$ cat src/rtl/fft_sdf_sequencer_if.sv
// Control bundle between the SDF frame scheduler and the FFT datapath.
// The slave modport is the sequencer side; the master modport is the datapath/source side.
interface fft_sdf_sequencer_if;
    logic        in_valid;
    logic        in_zero;
    logic [4:0]  bf_sel;
    logic [19:0] tw_idx;
    logic [4:0]  stage_act;
    logic        out_valid;
    logic [4:0]  out_idx;
    logic        out_sof;
    logic        out_eof;
    logic        busy;
    logic        err;

    modport master (
        output in_valid,
        input  in_zero, bf_sel, tw_idx, stage_act, out_valid, out_idx,
               out_sof, out_eof, busy, err
    );

    modport slave (
        input  in_valid,
        output in_zero, bf_sel, tw_idx, stage_act, out_valid, out_idx,
               out_sof, out_eof, busy, err
    );
endinterface

$ cat src/rtl/fft_sdf_sequencer.sv
// Frame scheduler for the 32-point radix-2 DIF SDF FFT: per-stage select/twiddle/active,
// gap zero-padding, and bit-reversed output tagging.
module fft_sdf_sequencer (
    input  logic                  clk,
    input  logic                  rst_n,
    fft_sdf_sequencer_if.slave    sif
);
    // Frames are 32 cycles apart at minimum and the longest window ends at relative
    // cycle 67, so at most three frames are ever in flight; track the age of each.
    localparam logic [6:0] AGE_MAX = 7'd127;
    localparam logic [6:0] OUT_LO  = 7'd36;
    localparam logic [6:0] OUT_HI  = 7'd67;
    localparam logic [6:0] ST_LO [5] = '{7'd0, 7'd17, 7'd26, 7'd31, 7'd34};
    localparam logic [6:0] ST_HI [5] = '{7'd47, 7'd56, 7'd61, 7'd64, 7'd66};

    logic [6:0]  age_q [3];
    logic [6:0]  age_d [3];
    logic [6:0]  cur [3];
    logic        opening;
    logic        gap;
    logic        gap_q;
    logic [4:0]  bf_d;
    logic [4:0]  act_d;
    logic [19:0] tw_d;
    logic        ov_d;
    logic [4:0]  m_d;

    // Newest frame is slot-counting while its age is 1..31; age 127 means no frame.
    assign opening     = sif.in_valid && (age_q[0] > 7'd31);
    assign gap         = !sif.in_valid && (age_q[0] <= 7'd31);
    assign sif.in_zero = gap;

    always_comb begin
        cur[0] = opening ? 7'd0     : age_q[0];
        cur[1] = opening ? age_q[0] : age_q[1];
        cur[2] = opening ? age_q[1] : age_q[2];
        for (int k = 0; k < 3; k++) begin
            age_d[k] = (cur[k] == AGE_MAX) ? AGE_MAX : cur[k] + 7'd1;
        end
    end

    always_comb begin
        logic [6:0] n;
        logic [3:0] mask;
        bf_d  = '0;
        act_d = '0;
        tw_d  = '0;
        ov_d  = 1'b0;
        m_d   = '0;
        n     = '0;
        mask  = '0;
        // Oldest first so the newest frame in a window overrides.
        for (int k = 2; k >= 0; k--) begin
            for (int s = 0; s < 5; s++) begin
                if (cur[k] >= ST_LO[s] && cur[k] <= ST_HI[s]) begin
                    n             = cur[k] - ST_LO[s];
                    mask          = 4'((16 >> s) - 1);
                    act_d[s]      = 1'b1;
                    bf_d[s]       = n[4 - s];
                    tw_d[4*s +: 4] = 4'((n[3:0] & mask) << s);
                end
            end
            if (cur[k] >= OUT_LO && cur[k] <= OUT_HI) begin
                ov_d = 1'b1;
                m_d  = 5'(cur[k] - OUT_LO);
            end
        end
    end

    always_ff @(posedge clk or negedge rst_n) begin
        if (!rst_n) begin
            for (int k = 0; k < 3; k++) age_q[k] <= AGE_MAX;
            gap_q         <= 1'b0;
            sif.err       <= 1'b0;
            sif.bf_sel    <= '0;
            sif.tw_idx    <= '0;
            sif.stage_act <= '0;
            sif.out_valid <= 1'b0;
            sif.out_idx   <= '0;
            sif.out_sof   <= 1'b0;
            sif.out_eof   <= 1'b0;
            sif.busy      <= 1'b0;
        end else begin
            for (int k = 0; k < 3; k++) age_q[k] <= age_d[k];
            gap_q         <= gap;
            sif.err       <= gap_q;
            sif.bf_sel    <= bf_d;
            sif.tw_idx    <= tw_d;
            sif.stage_act <= act_d;
            sif.out_valid <= ov_d;
            sif.out_idx   <= {m_d[0], m_d[1], m_d[2], m_d[3], m_d[4]};
            sif.out_sof   <= ov_d && (m_d == 5'd0);
            sif.out_eof   <= ov_d && (m_d == 5'd31);
            sif.busy      <= (|act_d) || ov_d;
        end
    end
endmodule
$ cat src/flat_wrapper.sv
// flat-port wrapper written by rule: the top's interface ports become plain ports
module fft_sdf_sequencer_flat 
  (clk, rst_n, sif_in_valid, sif_in_zero, sif_bf_sel, sif_tw_idx, sif_stage_act, sif_out_valid, sif_out_idx, sif_out_sof, sif_out_eof, sif_busy, sif_err);
  fft_sdf_sequencer_if sif_i ();
  input  logic clk;
  input  logic rst_n;
  input wire logic [$bits(sif_i.in_valid)-1:0] sif_in_valid;
  output wire logic [$bits(sif_i.in_zero)-1:0] sif_in_zero;
  output wire logic [$bits(sif_i.bf_sel)-1:0] sif_bf_sel;
  output wire logic [$bits(sif_i.tw_idx)-1:0] sif_tw_idx;
  output wire logic [$bits(sif_i.stage_act)-1:0] sif_stage_act;
  output wire logic [$bits(sif_i.out_valid)-1:0] sif_out_valid;
  output wire logic [$bits(sif_i.out_idx)-1:0] sif_out_idx;
  output wire logic [$bits(sif_i.out_sof)-1:0] sif_out_sof;
  output wire logic [$bits(sif_i.out_eof)-1:0] sif_out_eof;
  output wire logic [$bits(sif_i.busy)-1:0] sif_busy;
  output wire logic [$bits(sif_i.err)-1:0] sif_err;
  assign sif_i.in_valid = sif_in_valid;
  assign sif_in_zero = sif_i.in_zero;
  assign sif_bf_sel = sif_i.bf_sel;
  assign sif_tw_idx = sif_i.tw_idx;
  assign sif_stage_act = sif_i.stage_act;
  assign sif_out_valid = sif_i.out_valid;
  assign sif_out_idx = sif_i.out_idx;
  assign sif_out_sof = sif_i.out_sof;
  assign sif_out_eof = sif_i.out_eof;
  assign sif_busy = sif_i.busy;
  assign sif_err = sif_i.err;
  fft_sdf_sequencer u_core (.clk(clk), .rst_n(rst_n), .sif(sif_i));
endmodule
$ cat config.mk
export PLATFORM = sky130hd
export DESIGN_NAME = fft_sdf_sequencer_flat
export DESIGN_NICKNAME = d
export VERILOG_FILES = /design/src/rtl/fft_sdf_sequencer_if.sv /design/src/rtl/fft_sdf_sequencer.sv /design/src/flat_wrapper.sv
export SDC_FILE = /design/constraint.sdc
export NUM_CORES = 1
export LEC_CHECK = 0
export CAP_MARGIN = 10
export CORE_AREA = 2 2 83 85
export DETAILED_ROUTE_END_ITERATION = 10
export DIE_AREA = 0 0 85 87
export PLACE_DENSITY = 0.81
export SLEW_MARGIN = 30
export SYNTH_ARGS = -nofsm -noshare
export SYNTH_HDL_FRONTEND = slang
export SYNTH_SLANG_ARGS = --single-unit
$ cat constraint.sdc
create_clock -name clk -period 6.7 [get_ports clk]
set_input_delay 0.67 -clock clk [delete_from_list [all_inputs] [get_ports clk]]
set_output_delay 0.67 -clock clk [all_outputs]
set_load 0.005 [all_outputs]
After elaboration in Yosys (flattened, before gate mapping):

Index checks and enable logic that the tools add are counted.

* output and inout port bits: 41
* word-level logic and storage cells: 153
* register bits after elaboration: 58

* add/subtract/negate cells: 18
* muxes and demuxes: 54
* order comparisons: 38
* eq/ne operators: 4
* reduce and logical (&&, ||, !) cells: 26

Operators with widths (count)
* 7-bit by 5-bit >= comparator with 1-bit output, second input constant: 9
* 7-bit by 6-bit <= comparator with 1-bit output, second input constant: 9
* 7-bit <= comparator, second input constant: 9
* 4-bit 2-to-1 mux: 12
* 7-bit by 6-bit >= comparator with 1-bit output, second input constant: 6
* 7-bit 2-to-1 mux: 6
* 1-bit 2-to-1 mux: 33
* 1-bit logical AND: 22
* 7-bit by 1-bit adder with 7-bit output, second input constant: 3
* 7-bit == test, second input constant: 3
* 7-bit by 1-bit >= comparator with 1-bit output, second input constant: 3
* 5-bit 2-to-1 mux: 3
* 5-bit by 3-bit subtractor with 5-bit output, second input constant: 3
* 4-bit by 1-bit subtractor with 4-bit output, second input constant: 3
* 3-bit by 2-bit subtractor with 3-bit output, second input constant: 3
* 7-bit by 5-bit > comparator with 1-bit output, second input constant: 1
* 7-bit by 5-bit <= comparator with 1-bit output, second input constant: 1
* 2-bit subtractor, second input constant: 3
* 5-bit == test, second input constant: 1
* 5-bit zero test: 1
* 5-bit OR reduction: 1
* 1-bit subtractor, second input constant: 3
* 1-bit zero test: 1
* 1-bit logical OR: 1

Longest topological paths before layout:

Gate-level depths: netlist of run 1.

* depth after elaboration: 10
* mapped depth: 15

Least setup slack after synthesis of run 1:

No wires, ideal clock.

* path kind: input -> register
* start point: in sif_in_valid
* end point: reg u_core.sif.out_sof
* required time: 6.633 ns
* stages: 15
* buffers on the path: 4
* library setup time: 0.067 ns
* slack: 3.165 ns
* arrival time: 3.469 ns
* cells stage by stage: buf_2 -> o21ai_4 -> buf_6 -> buf_2 -> nand2_1 -> inv_1 -> ha_1 -> a2111o_1 -> nand3_1 -> and2_1 -> clkbuf_1 -> and4_4 -> a211oi_1 -> nor4_1 -> and3_1

* longest elaborated chain between the ends: 9
* elaborated cells on any way between the ends: 24
* classes of those cells: add/sub: 3; order compare: 6; mux: 9; reduce/logical: 6

RTL lines
* start, declared: line flat_wrapper.sv:7 `input wire logic [$bits(sif_i.in_valid)-1:0] sif_in_valid;`
* 1-bit logical AND (*): line fft_sdf_sequencer.sv:29 `assign opening = sif.in_valid && (age_q[0] > 7'd31);`
* 7-bit 2-to-1 mux: line fft_sdf_sequencer.sv:36 `cur[2] = opening ? age_q[1] : age_q[2];`
* 7-bit by 6-bit >= comparator with 1-bit output / 7-bit <= comparator (equally long branches): line fft_sdf_sequencer.sv:63 `if (cur[k] >= OUT_LO && cur[k] <= OUT_HI) begin`
* 1-bit logical AND: line fft_sdf_sequencer.sv:63
* 5-bit 2-to-1 mux (2 in a row): line fft_sdf_sequencer.sv:63
* 5-bit 2-to-1 mux (*): line fft_sdf_sequencer.sv:63
* named net u_core.m_d[3]: line fft_sdf_sequencer.sv:26 `logic [4:0] m_d;`
* 5-bit zero test (*): line fft_sdf_sequencer.sv:92 `sif.out_sof <= ov_d && (m_d == 5'd0);`
* 1-bit logical AND (*): line fft_sdf_sequencer.sv:92
* end signal, assigned: line fft_sdf_sequencer.sv:92
* end, declared: line fft_sdf_sequencer_if.sv:25 `out_sof, out_eof, busy, err`

The timed path passes the listed nets; every way through them passes the cells marked *.

Final worst setup path of run 1:

* start point: in sif_in_valid
* end point: reg u_core.sif.busy

* longest elaborated chain between the ends: 9
* elaborated cells on any way between the ends: 78
* classes of those cells: order compare: 36; mux: 21; reduce/logical: 21

RTL lines
* 1-bit logical AND (*): line fft_sdf_sequencer.sv:29
* 7-bit 2-to-1 mux: line fft_sdf_sequencer.sv:36
* 7-bit by 5-bit >= comparator with 1-bit output / 7-bit <= comparator (equally long branches): line fft_sdf_sequencer.sv:55 `if (cur[k] >= ST_LO[s] && cur[k] <= ST_HI[s]) begin`
* 1-bit logical AND: line fft_sdf_sequencer.sv:55
* 1-bit 2-to-1 mux (2 in a row): line fft_sdf_sequencer.sv:55
* 1-bit 2-to-1 mux (*): line fft_sdf_sequencer.sv:55
* named net u_core.act_d[3]: line fft_sdf_sequencer.sv:23 `logic [4:0] act_d;`
* 5-bit OR reduction (*): line fft_sdf_sequencer.sv:94 `sif.busy <= (|act_d) || ov_d;`
* 1-bit logical OR (*): line fft_sdf_sequencer.sv:94
* end signal, assigned: line fft_sdf_sequencer.sv:94
* end, declared: line fft_sdf_sequencer_if.sv:25

Marked as above.

==> results of run 1 <==
[flip-flops by register name, indices dropped and copies added, names as in the netlist]
name and cells:
u_core.sif.busy 1, u_core.sif.out_idx 5, u_core.sif.err 1, u_core.sif.out_sof 1, u_core.age_q 21, u_core.sif.tw_idx 10, u_core.sif.stage_act 5, u_core.gap_q 1
u_core.sif.bf_sel 5, u_core.sif.out_valid 1, u_core.sif.out_eof 1
[area by class of cell]
type | instances | share of cell area
Tap cell | 80 | 0.0238
Timing Repair Buffer | 34 | 0.0796
Clock inverter | 3 | 0.00654
Sequential cell | 52 | 0.315
Clock buffer | 5 | 0.0163
Multi-Input combinational cell | 340 | 0.541
Inverter | 19 | 0.0169
[worst reg2reg max path: cells and delay by family (launching register included)]
kind            cells  cell delay (ns)
simple gates        3             0.84
fa+ha+maj           1             0.31
flops               1             0.49
buf+inv             2             0.36
mux                 1             0.68
compound gates      4             1.18
[power by group through the flow]
stage	logic (mW)	clock network, mW	registers [mW]
CTS	1.74	0.197	0.655
finish	1.79	0.192	0.663
global route	1.93	0.205	0.679
global placement	1.72	0	0.658
detailed placement	1.73	0	0.661
floorplan	1.26	0	0.588
[cells by family after synthesis]
logic type | Yosys count
buffers and inverters | 48
other | 1
XOR/XNOR | 16
AND/OR/NAND/NOR | 163
adder cells (fa/ha/maj) | 22
flip-flops | 52
multiplexers | 19
AO/OA/AOI/OAI | 110
[synthesized netlist by cell type (all sizes together) (5+ instances only)]
cell type / instances / share of area
nand2: 57 / 0.057
buf: 22 / 0.038
nand3: 18 / 0.024
o21ai: 18 / 0.027
ha: 22 / 0.072
dfstp: 21 / 0.14
or3: 5 / 0.0082
nor2: 29 / 0.029
o211ai: 10 / 0.021
dfrtp: 31 / 0.20
and2: 5 / 0.0082
xnor2: 13 / 0.030
inv: 18 / 0.018
a211oi: 8 / 0.016
clkbuf: 7 / 0.0069
nand2b: 6 / 0.0098
nand4: 5 / 0.0082
mux2i: 13 / 0.037
a21oi: 32 / 0.043
nor3: 18 / 0.025
mux2: 6 / 0.020
o21a: 5 / 0.0098
[layer usage]
metal  up-vias  routed length (um)  global-route usage
li1       1574                   -                   -
met1      1649                4500               0.396
met2       180                4930               0.466
met3        24                 702              0.0427
met4         0                 256              0.0967
met5         -                   0                   0
[cells in the final DEF, fill, tap and decap left out, types with 4 or more instances in the layout]
master	count
a21oi_1	31
and2_1	5
dfrtp_1	31
or3_1	5
clkbuf_8	5
inv_1	13
inv_2	5
a211oi_1	8
nor3_1	17
o21ai_0	15
clkdlybuf4s50_1	32
o211ai_1	9
mux2i_1	9
nand2b_1	6
xnor2_1	13
nor4_1	4
nand2_1	56
ha_1	22
conb_1	10
mux2i_2	4
o21a_1	5
mux2_2	4
nand4_1	5
nand3_1	18
dfstp_2	21
nor2_1	28
[worst max path at each step]
stage                                     to  slack, ns  cells past startpoint
after global placement       u_core.sif.busy       2.03                      9
after detailed placement     u_core.sif.busy       1.92                      9
after global routing         u_core.sif.busy       2.09                     12
after floorplan           u_core.sif.out_sof       3.16                     15
final                        u_core.sif.busy       2.33                     12
after CTS                    u_core.sif.busy       2.26                      9
[stage by stage]
stage          total power, mW  setup slack [ns]  std cells
6_report                  2.64              2.33        533
5_1_grt                   2.82              2.09        533
3_3_place_gp              2.38              2.03        525
3_5_place_dp              2.39              1.92        525
2_1_floorplan             1.84              3.16        440
4_1_cts                   2.59              2.26        533
==> results.cfg, run 1 <==
[critical_path]
ff2ff_path_depth = 11
crit_buf_inv = 3
slowest_delay_ns = 0.88
cp.required_ns = 6.89
worst_path_most_repeated_cell = inv_1
cp_max_fo = 27
end_kind = flop
crit_chain = clkdlybuf4s50_1, o21ai_4, mux2i_2, inv_1, ha_1, nand2_1, inv_1, a31oi_1, o211ai_1, o21ai_0, nand3_1, or4_1
critical-path-top-delay-family = buffers and inverters
r2r_slack_ns = 2.73
r2r_end = u_core.sif.busy
reg2reg_from = u_core.age_q[19]
cpMaxStageDelayCell = clkdlybuf4s50_1
worstSetupPathType = in -> reg
critPathLaunch = sif_in_valid
cp.arrival_ns = 4.56
critPathLaunchType = input pin

[placed_design]
place_congestion = 1.00
port_buffers = 33
place_area_um2 = 4110
place_hpwl_mm = 7.82

[cts]
postCtsSetupBuffers = 0
cts_hold_buf = 0
cts_buffers = 5
insertion_delay_ns = 0.31
numClockSinks = 52
cts_resized = 0
cts_tree = built
root_buffer = clkbuf_8
cts_buffer_depth = 2
clk_pin_slew_worst_paths_ns = 0.10
htreeDepth = 2

[pwr]
p_switching_mw = 1.34
powerDensity_nw_per_um2 = 628
internal_power_mw = 1.30
swShare = 0.507
pwr-share-comb = 0.677
vdd_drop_max_v = 0.000327
power.leakage_nw = 1.79
p_seq_frac = 0.251
p_clk_frac = 0.072

[floorplanning]
row_count = 30
coreArea_um2 = 6570
io_pins = 44
fp.dieW_um = 85
start_util = 0.581
fp.dieH_um = 87
die_area_um2 = 7400

[yosys]
synth_edf_count = 0
yosys.area_share.xor_xnor = 0.0367
postSynthCellCount = 431
synth-simple-area-share = 0.213
ys_warn_count = 0
syn_area_per_cell_um2 = 8.85
muxShareOfSynthArea = 0.0568
synthAdderAreaFrac = 0.0722
ys_seq_area_frac = 0.348
synth_top_family_by_area = simple AND/OR/NAND/NOR gates
synth-compound-area-share = 0.209
yosysUniqueCellTypes = 74
synthFlopType = dfrtp_1
ys_seq_elements = 52
syn_area_um2 = 3810
synth-async-reset-ratio = 1.00

[min_path]
hp-start = u_core.gap_q
min_path_cells = 0
holdPathEnd = u_core.sif.err
hp-class = reg -> reg

[global_route]
grt_pass1_wl_mm = 16.7
grt_max_degree = 53
grt-ovfl-total = 0
grt_pass1_vias = 3132
antenna_found_initial = 0
grt_use_total = 0.287

[drt]
post_drt_wl_per_cell_um = 19.5
totalWireLength_mm = 10.4
vias = 3427
drc_errors = 0
drtAntennaViolNets = 0
firstDrtPassIters = 5
vias_per_cell = 6.43
drt-initial-drc-count = 334

[cells_and_area]
fill_cells = 550
ff_latch_area_um2 = 1330
area_growth_pct = 10.4
drive_above_1_share = 0.130
antennaDiodeCount = 0
utilization = 0.641
multi_input_area_um2 = 2280
final_area_um2 = 4210
nets = 477

[timing]
finalClockSkew_ns = 0.00969
finalMaxSlewViolations = 0
tns_ns = 0
rsz0062_at_grt = false
setup_viol = 0
hold_violations = 0
post-route-period-util = 0.652
hold_slack_ns = 0.358
fmax_ghz = 0.229
worst_slew_pin_slew_ns = 1.02
relSlewSlack = 0.318
fin_crit_ns = 4.37

[status]
status = completed

[run]
max-cap-violations = 0
Note: power is estimated with default switching activity, not from simulation.
==> run 2, diff against run 1 <==
- CORE_AREA: 2 2 83 85 -> 2 2 85 87
- DIE_AREA: 0 0 85 87 -> 0 0 87 89
- PLACE_DENSITY: 0.81 -> 0.78
- clock period: 6.7 -> 4.55 ns (I/O delays scaled with it)
==> run 2 against run 1 <==
Die area is 4.7% higher. First-iteration DRC count is 18% lower. Wire length is 1.3% higher. Count of clock-buffer cells in the layout stayed put. Sequential share of layout area is 0.73 points lower. Largest power group unchanged. Final cell count is 0.94% higher. Combinational power is 50% higher. Critical path type is now reg -> reg.
==> results.cfg, run 2 (synthesis results as in run 1) <==
[status]
status = completed

[cts]
postCtsSetupBuffers = 0
htreeDepth = 2
cts_tree = built
cts_buffer_depth = 2
cts_buffers = 5
clk_pin_slew_worst_paths_ns = 0.10
cts_resized = 0
numClockSinks = 52
cts_hold_buf = 0
insertion_delay_ns = 0.31
root_buffer = clkbuf_8

[timing]
worst_slew_pin_slew_ns = 0.922
hold_slack_ns = 0.160
finalClockSkew_ns = 0.00851
setup_viol = 0
rsz0062_at_grt = false
relSlewSlack = 0.383
hold_violations = 0
fmax_ghz = 0.258
post-route-period-util = 0.851
finalMaxSlewViolations = 0
fin_crit_ns = 3.87
tns_ns = 0

[floorplanning]
fp.dieH_um = 89
row_count = 30
io_pins = 44
fp.dieW_um = 87
start_util = 0.568
die_area_um2 = 7740
coreArea_um2 = 6720

[cells_and_area]
top_register = u_core.age_q
drive_above_1_share = 0.140
area_growth_pct = 13.0
antennaDiodeCount = 0
nets = 482
layout_common_cells = 56 x nand2_1, 32 x clkdlybuf4s50_1, 31 x dfrtp_1
largest_reg_flops = 21
fill_cells = 555
layout_commonest_cell = nand2_1
largestRegisters = u_core.age_q: 21 flops, u_core.sif.tw_idx: 10 flops
final_area_um2 = 4310

[global_route]
grt_pass1_wl_mm = 16.7
grt-ovfl-total = 0
grt_max_degree = 53
grt_use_total = 0.284
antenna_found_initial = 0
grt_pass1_vias = 3222

[placed_design]
port_buffers = 33
place_hpwl_mm = 7.91
place_area_um2 = 4150
place_congestion = 0.955

[pwr]
power.leakage_nw = 1.85
p_clk_frac = 0.105
powerDensity_nw_per_um2 = 948
internal_power_mw = 2.10
swShare = 0.486
p_switching_mw = 1.99
p_seq_frac = 0.236
pwr-share-comb = 0.658
finalPower_mw = 4.09
vdd_drop_max_v = 0.000489

[run]
max-cap-violations = 0

[drt]
vias = 3434
post_drt_wl_per_cell_um = 19.6
drt-initial-drc-count = 273
totalWireLength_mm = 10.5
drtAntennaViolNets = 0
drc_errors = 0
vias_per_cell = 6.38
firstDrtPassIters = 5

[critical_path]
ff2ff_path_depth = 10
critPathLaunchType = flop
cp.arrival_ns = 4.13
worstSetupPathType = reg -> reg
end_kind = flop
cp.required_ns = 4.81
cp_max_fo = 27

[min_path]
hp-class = in -> async
-- run 2: changes by cell type in the layout (fill, tap and decap cells not counted), sizes merged --
cell and change:
buf +5, bufinv +3, clkinv -1, clkinvlp -1
inv -1
-- run 2: routing by layer --
metal	global-route usage	up-vias	wire length, um
met3	0.0462	32	699
met1	0.393	1628	4670
met4	0.141	0	448
met2	0.432	177	4700
li1	-	1597	-
met5	0	-	0
-- run 2: area by class of cell --
class / count / area (um2) / share of cell area
Tap cell: 80 / 100 / 0.0232
Timing Repair Buffer: 39 / 373 / 0.0865
Multi-Input combinational cell: 340 / 2280 / 0.529
Inverter: 19 / 71.3 / 0.0165
Clock inverter: 3 / 90.1 / 0.0209
Clock buffer: 5 / 68.8 / 0.0160
Sequential cell: 52 / 1330 / 0.308
-- run 2: power groups by stage --
stage / Sequential, mW / Combinational [mW] / Clock [mW]
after detailed placement: 0.968 / 2.61 / 0
after global routing: 0.992 / 2.93 / 0.451
after floorplan: 0.865 / 1.85 / 0
after CTS: 0.958 / 2.63 / 0.434
after global placement: 0.962 / 2.60 / 0
final: 0.965 / 2.69 / 0.431
-- run 2: worst max-delay path: stages, from the launching register on --
cell      delay (ns)
dfstp_2         0.49
o21ai_4         0.77
nand2_1         0.48
ha_1            0.36
and2_1          0.17
o211ai_1        0.38
and2_1          0.35
and4_4          0.28
a211oi_1        0.10
nor4_1          0.26
and3_1          0.18
-- run 2: metrics by stage --
| stage | setup slack, ns | util | cells |
|---|---|---|---|
| 6_report | 0.680 | 0.642 | 538 |
| 3_5_place_dp | 0.700 | 0.617 | 530 |
| 2_1_floorplan | 1.23 | - | 440 |
| 5_1_grt | 0.376 | 0.642 | 538 |
| 4_1_cts | 0.750 | 0.641 | 538 |
| 3_3_place_gp | 0.713 | 0.617 | 530 |
-- run 2: final timing paths --
| check | startpoint | to | slack (ns) |
|---|---|---|---|
| max | u_core.age_q[19] | u_core.sif.out_sof | 0.68 |
| min | rst_n | u_core.sif.tw_idx[11] | 0.16 |
| min reg2reg | u_core.gap_q | u_core.sif.err | 0.35 |
| min in group clk | u_core.gap_q | u_core.sif.err | 0.35 |
| max reg2reg | u_core.age_q[19] | u_core.sif.out_sof | 0.68 |
| max in group asynchronous | rst_n | u_core.sif.stage_act[0] | 3.98 |
